<file path="src/rtl/seq_bcd_converter.sv">
// Sequential 8-bit two's-complement to sign + 3-digit BCD converter.
// One double-dabble step per clock; valid/ready handshake on both sides.
module seq_bcd_converter (
  input  logic       clk,
  input  logic       reset,
  input  logic       in_valid,
  input  logic [7:0] in_data,
  output logic       in_ready,
  output logic       out_valid,
  input  logic       out_ready,
  output logic [3:0] out_sign,
  output logic [3:0] out_digit_1,
  output logic [3:0] out_digit_2,
  output logic [3:0] out_digit_3,
  output logic       busy
);

  typedef enum logic [1:0] {
    IDLE    = 2'd0,
    CONVERT = 2'd1,
    DONE    = 2'd2
  } state_t;

  localparam logic [3:0] SIGN_MINUS = 4'd15;
  localparam logic [3:0] SIGN_BLANK = 4'd14;

  state_t      state, state_nxt;
  logic        sign_q;
  logic [7:0]  mag_q;
  logic [11:0] bcd_q;
  logic [2:0]  cnt_q;

  logic        accept;
  logic        last_step;
  logic [11:0] bcd_adj;
  logic [11:0] bcd_shift;

  function automatic logic [3:0] dabble(input logic [3:0] nib);
    return (nib >= 4'd5) ? nib + 4'd3 : nib;
  endfunction

  assign accept    = (state == IDLE) && in_valid;
  assign last_step = (state == CONVERT) && (cnt_q == 3'd7);

  assign in_ready  = (state == IDLE);
  assign busy      = (state == CONVERT);
  assign out_valid = (state == DONE);

  // Correct each nibble first, then the shift pulls in the next magnitude bit.
  assign bcd_adj   = {dabble(bcd_q[11:8]), dabble(bcd_q[7:4]), dabble(bcd_q[3:0])};
  assign bcd_shift = {bcd_adj[10:0], mag_q[7]};

  // NOTE: every signal written in an always_comb gets a default at the top,
  // otherwise a missed branch infers a latch.
  always_comb begin
    state_nxt = state;
    case (state)
      IDLE:    if (in_valid)  state_nxt = CONVERT;
      CONVERT: if (last_step) state_nxt = DONE;
      DONE:    if (out_ready) state_nxt = IDLE;
      default:                state_nxt = IDLE;
    endcase
  end

  // NOTE: clocked state uses non-blocking assignments so every register
  // samples the pre-edge values regardless of statement order.
  always_ff @(posedge clk) begin
    if (reset) state <= IDLE;
    else       state <= state_nxt;
  end

  always_ff @(posedge clk) begin
    if (reset) begin
      sign_q      <= 1'b0;
      mag_q       <= '0;
      bcd_q       <= '0;
      cnt_q       <= '0;
      out_sign    <= SIGN_BLANK;
      out_digit_1 <= '0;
      out_digit_2 <= '0;
      out_digit_3 <= '0;
    end else begin
      if (accept) begin
        sign_q <= in_data[7];
        // 0x80 negates to 0x80, which read unsigned is the required 128.
        mag_q  <= in_data[7] ? (~in_data + 8'd1) : in_data;
        bcd_q  <= '0;
        cnt_q  <= '0;
      end else if (state == CONVERT) begin
        bcd_q <= bcd_shift;
        mag_q <= {mag_q[6:0], 1'b0};
        cnt_q <= cnt_q + 3'd1;
      end

      if (last_step) begin
        out_digit_3 <= bcd_shift[11:8];
        out_digit_2 <= bcd_shift[7:4];
        out_digit_1 <= bcd_shift[3:0];
        out_sign    <= sign_q ? SIGN_MINUS : SIGN_BLANK;
      end
    end
  end

endmodule

</file>
<file path="config.mk">
export PLATFORM = sky130hd
export DESIGN_NAME = seq_bcd_converter
export DESIGN_NICKNAME = d
export VERILOG_FILES = /design/src/rtl/seq_bcd_converter.sv
export SDC_FILE = /design/constraint.sdc
export NUM_CORES = 1
export LEC_CHECK = 0
export ABC_AREA = 1
export CAP_MARGIN = 10
export CORE_MARGIN = 2
export CORE_UTILIZATION = 40
export DETAILED_ROUTE_END_ITERATION = 6
export HOLD_SLACK_MARGIN = 0.05
export MAX_ROUTING_LAYER = met4
export PLACE_DENSITY = 0.62
export SLEW_MARGIN = 30
export SYNTH_ARGS = -nofsm -noshare
export SYNTH_HDL_FRONTEND = slang
export SYNTH_SLANG_ARGS = --single-unit
export TNS_END_PERCENT = 20
</file>
<file path="constraint.sdc">
create_clock -name clk -period 2.2 [get_ports clk]
set_input_delay 0.44 -clock clk [delete_from_list [all_inputs] [get_ports clk]]
set_output_delay 0.44 -clock clk [all_outputs]
set_load 0.01 [all_outputs]
</file>
### After elaboration in Yosys (flattened, before gate mapping)

Index checks and enable logic that the tools add are counted.

* bits in registers: 42
* input port bits: 12
* output and inout bits: 19

* add/subtract/negate cells: 5
* $lt $le $gt $ge: 3
* equality and inequality tests: 6
* multiplexer cells: 11
* bitwise operators: 1
* reductions and logical operators: 6

Operators with widths (count)
* 8-bit 2-to-1 mux: 3
* 4-bit by 3-bit greater-or-equal comparator with 1-bit output, second input constant: 3
* 4-bit by 2-bit adder with 4-bit output, second input constant: 2
* 8-bit by 1-bit adder with 8-bit output, second input constant: 1
* 4-bit 2-to-1 mux: 2
* 8-bit inverter: 1
* 2-bit 2-to-1 mux: 3
* 2-bit case mux with 3 select lines: 1
* 2-bit by 1-bit inequality test with 1-bit output, second input constant: 2
* 3-bit by 1-bit adder with 3-bit output, second input constant: 1
* 3-bit by 2-bit adder with 3-bit output, second input constant: 1
* 3-bit equality test, second input constant: 1
* 3-bit 2-to-1 mux: 1
* 3-bit AND reduction: 1
* 2-bit by 1-bit equality test with 1-bit output, second input constant: 1
* 2-bit equality test, second input constant: 1
* 1-bit logical AND: 2
* 2-bit logical NOT: 1
* 2-bit inequality test, second input constant: 1
* 2-bit nonzero test: 1
* 2-bit OR reduction: 1
* 1-bit 2-to-1 mux: 1

### Depth between registers and ports, before layout

* depth in word-level cells: 4
* depth in mapped cells: 10
* mapped depth without buffers: 10

### Worst setup path before layout

Ideal clock, no wire load.

* kind: reg-to-reg
* from: reg cnt_q[0]
* to: reg out_digit_3[2]
* library setup time: 0.114 ns
* arrival time: 1.258 ns
* required time: 2.086 ns
* path slack: 0.829 ns
* cell stages (with the launch flop): 9
* buffers on the path: 1
* cell sequence: dfxtp_1 > ha_1 > ha_1 > inv_1 > nor2_8 > buf_6 > o21ai_0 > o21bai_1 > inv_1

* cells in the longest elaborated chain, start to end: 2

RTL lines
* start, declared: RTL line 31 `logic [2:0] cnt_q;`
* start signal, assigned: RTL line 92 `cnt_q <= cnt_q + 3'd1;`
* 3-bit equality test: RTL line 43 `assign last_step = (state == CONVERT) && (cnt_q == 3'd7);`
* 1-bit logical AND: RTL line 43
* end signal, assigned: RTL line 96 `out_digit_3 <= bcd_shift[11:8];`
* end, declared: RTL line 14 `output logic [3:0] out_digit_3,`

Every way passes these cells.
A chain may end at the register's enable or synchronous reset.

### Worst setup path in the final report

* from: reg state[0]
* to: out busy

* cells in the longest elaborated chain, start to end: 1

RTL lines
* start, declared: RTL line 27 `state_t state, state_nxt;`
* start signal, assigned: RTL line 69 `else state <= state_nxt;`
* 2-bit by 1-bit equality test with 1-bit output: RTL line 46 `assign busy = (state == CONVERT);`
* end, declared: RTL line 15 `output logic busy`

Every way passes these cells.

==> results.md <==
* Largest net degree at the start of global routing at 24
* CP arrival at 1.58 ns
* Top FF cell, synth: dfxtp_1
* Static Leak at 1.13 nW
* Status: finished, final reports clean
* Setup WS post-layout at 0.183 ns
* Ys async rst share at 0%
* Multi-input gate area at 0.00100 mm²
* Mapped cell area at 0.00202 mm²
* Final Hold Vio Count at 0
* DR iter-0 viols at 77
* Post-layout instance area at 0.00244 mm²
* Max-cap viol count at 0
* Initial antenna violation count at 0
* Clk slew on worst S/H paths at 0.08 ns
* Nets at 322
* Crit-path max FO at 15
* Via count at 1671
* Max VDD drop at 335 µV
* Die W at 75.1 µm
* Sw frac at 25.7%
* TritonCTS Buffers at 5
* Layout Cells excl Fill at 369
* Number of flops mapped to enable cells by yosys at 0
* CP Data Required Time at 1.76 ns
* Internal Power at 1.19 mW
* CP startpoint kind: flop
* Dpl cell area at 0.00232 mm²
* Total grt overflow at 0
* Synth area leaders: dfxtp_1 39%, nand2_1 10%, a21oi_1 7.9%
* Post-Syn Instances at 274
* Fin util at 51.0%
* Post-CTS Setup Inserts at 0
* Placeable Area at 0.00479 mm²
* Setup TNS Final at 0 ns
* Setup CP Type: reg -> out
* # IOs at 31
* Final setup vio count at 0
* Logic pwr share at 13.6%
* Synthesized area per cell at 7.37 µm²
* Area leader, netlist: dfxtp_1
* H-tree levels at 2
* Clock Latency Late Sink at 0.29 ns
* Rows at 25
* Placed cells at 361
* Layout cells sized above 1 at 8.94%
* Hold crit path type: reg -> reg
* Count of pins over their slew limit at 0
* WL final at 4.00 mm
* Via/cell ratio at 4.53
* First-pass GRT wire length at 7.14 mm
* I/O Buffers at 27
* Global Route Usage Sum at 17.0%
* Cell area power density at 654 mW/mm²
* Vias in the first global route at 1639
* Worst slack, placed at 0.276 ns
* Final Cycle Share at 91.7%
* Reg power frac at 47.3%
* Switch Pwr at 410 µW
* RSZ-0062 raised after global routing: no
* Hold slack at 0.460 ns
* Routability cong. at 0.795
* Pre-Repair DR Iteration Count at 5
* Die height at 75.1 µm
* Seq/Total Area, Yosys at 38.7%
* Yosys cell types at 32
* Number of synthesis warnings at 0
* Setup crit end kind: output port
* Ant diodes at 0
* Register bit count reported by yosys at 39
* Die area at 0.00563 mm²
* CTS max path bufs at 2
* Hold_buf cts at 0
* Remaining DRCs at 0
* Routed Antenna Nets at 0
* Routed length per placed instance at 10.8 µm
* Layout Area Growth over Synthesis at 20.9%
* FMAX at 496 MHz
* Post-CTS sizing at 0
* Fillers at 461
* Post-synth top area share at 38.7%
* Final Critical Period at 2.02 ns
* Tot Pwr at 1.60 mW
* Register area at 781 µm²
* Initial core utilization at 42.2%
* TritonCTS clock tree: built
* CTS Sinks at 39
* Clk network pwr share at 39.1%
* HPWL after DPL at 2.77 mm
* Clk_skew at 0.00814 ns
* Clk Tree Root Cell: clkbuf_8
## area by class of cell
class                      instances  area share [%]
timing repair buffer              30            12.0
inverter                          42            6.66
multi-input combinational        183            41.1
sequential                        39            32.0
clock buffer                       6            3.38
clock inverter                     2            1.44
tap                               67            3.43
## cell families after synthesis
family,after synthesis,synth area share [%]
adder cells (fa/ha/maj),9,5.58
flip-flops,39,38.7
AND/OR/NAND/NOR,87,19.7
AO/OA/AOI/OAI,79,21.7
XOR/XNOR,5,2.17
other,1,0.186
buffers and inverters,54,12.0
## flip-flops by register name (all words and copies together), names as in the netlist, 2 cells and up
name and flops:
cnt_q 3, out_digit_1 4, out_digit_2 4, bcd_q 12, mag_q 8, out_digit_3 4
state 2
## power by group through the flow
stage | sequential (mW) | clock [mW] | combinational (mW)
CTS | 0.755 | 0.641 | 0.217
finish | 0.755 | 0.625 | 0.217
floorplan | 0.767 | 0 | 0.162
global route | 0.760 | 0.665 | 0.251
detailed placement | 0.771 | 0 | 0.216
global placement | 0.771 | 0 | 0.215
## cells in the mapped netlist (4+ instances only)
library cell / number
nand2_1: 55
dfxtp_1: 39
inv_1: 38
a21oi_1: 32
o21ai_0: 26
nor2_1: 14
ha_1: 9
o21bai_1: 8
o21ai_1: 6
nand3_1: 5
buf_2: 4
buf_4: 4
nand2_4: 4
or2_2: 4
xor2_1: 4
## path summary, 6_finish.rpt
check | from | end | slack (ns) | cells after the start
hold / removal | mag_q[0] | mag_q[0] | 0.46 | 2
setup reg to reg | bcd_q[4] | out_digit_2[2] | 0.69 | 8
setup / recovery | state[0] | busy | 0.18 | 3
hold reg to reg | mag_q[0] | mag_q[0] | 0.46 | 2
## routing by layer
metal / vias to the layer above / GRT usage (%) / wire (µm)
met5: - / - / 0
met4: 0 / 5.95 / 45
met3: 5 / 4.02 / 146
met2: 26 / 25.3 / 1610
met1: 718 / 22.4 / 2190
li1: 922 / - / -
## placed cells by master (no fill, tap or decap), types with 2 or more instances in the layout
master,instances
nand2_1,55
dfxtp_1,39
clkdlybuf4s50_1,27
conb_1,3
or2_1,2
inv_2,2
or2_2,4
ha_1,9
o21bai_1,8
buf_4,3
nand3_1,5
a21oi_1,32
inv_1,38
nor2_1,14
xor2_1,4
o21ai_0,26
nand2_4,4
o21ai_1,6
clkbuf_8,6
inv_4,2
## worst max-delay path: stages, from the launching register on
cell and delay [ns]:
dfxtp_1 0.41, nand2_4 0.07, inv_2 0.21, clkdlybuf4s50_1 0.59
Note: power is estimated with default switching activity, not from simulation.
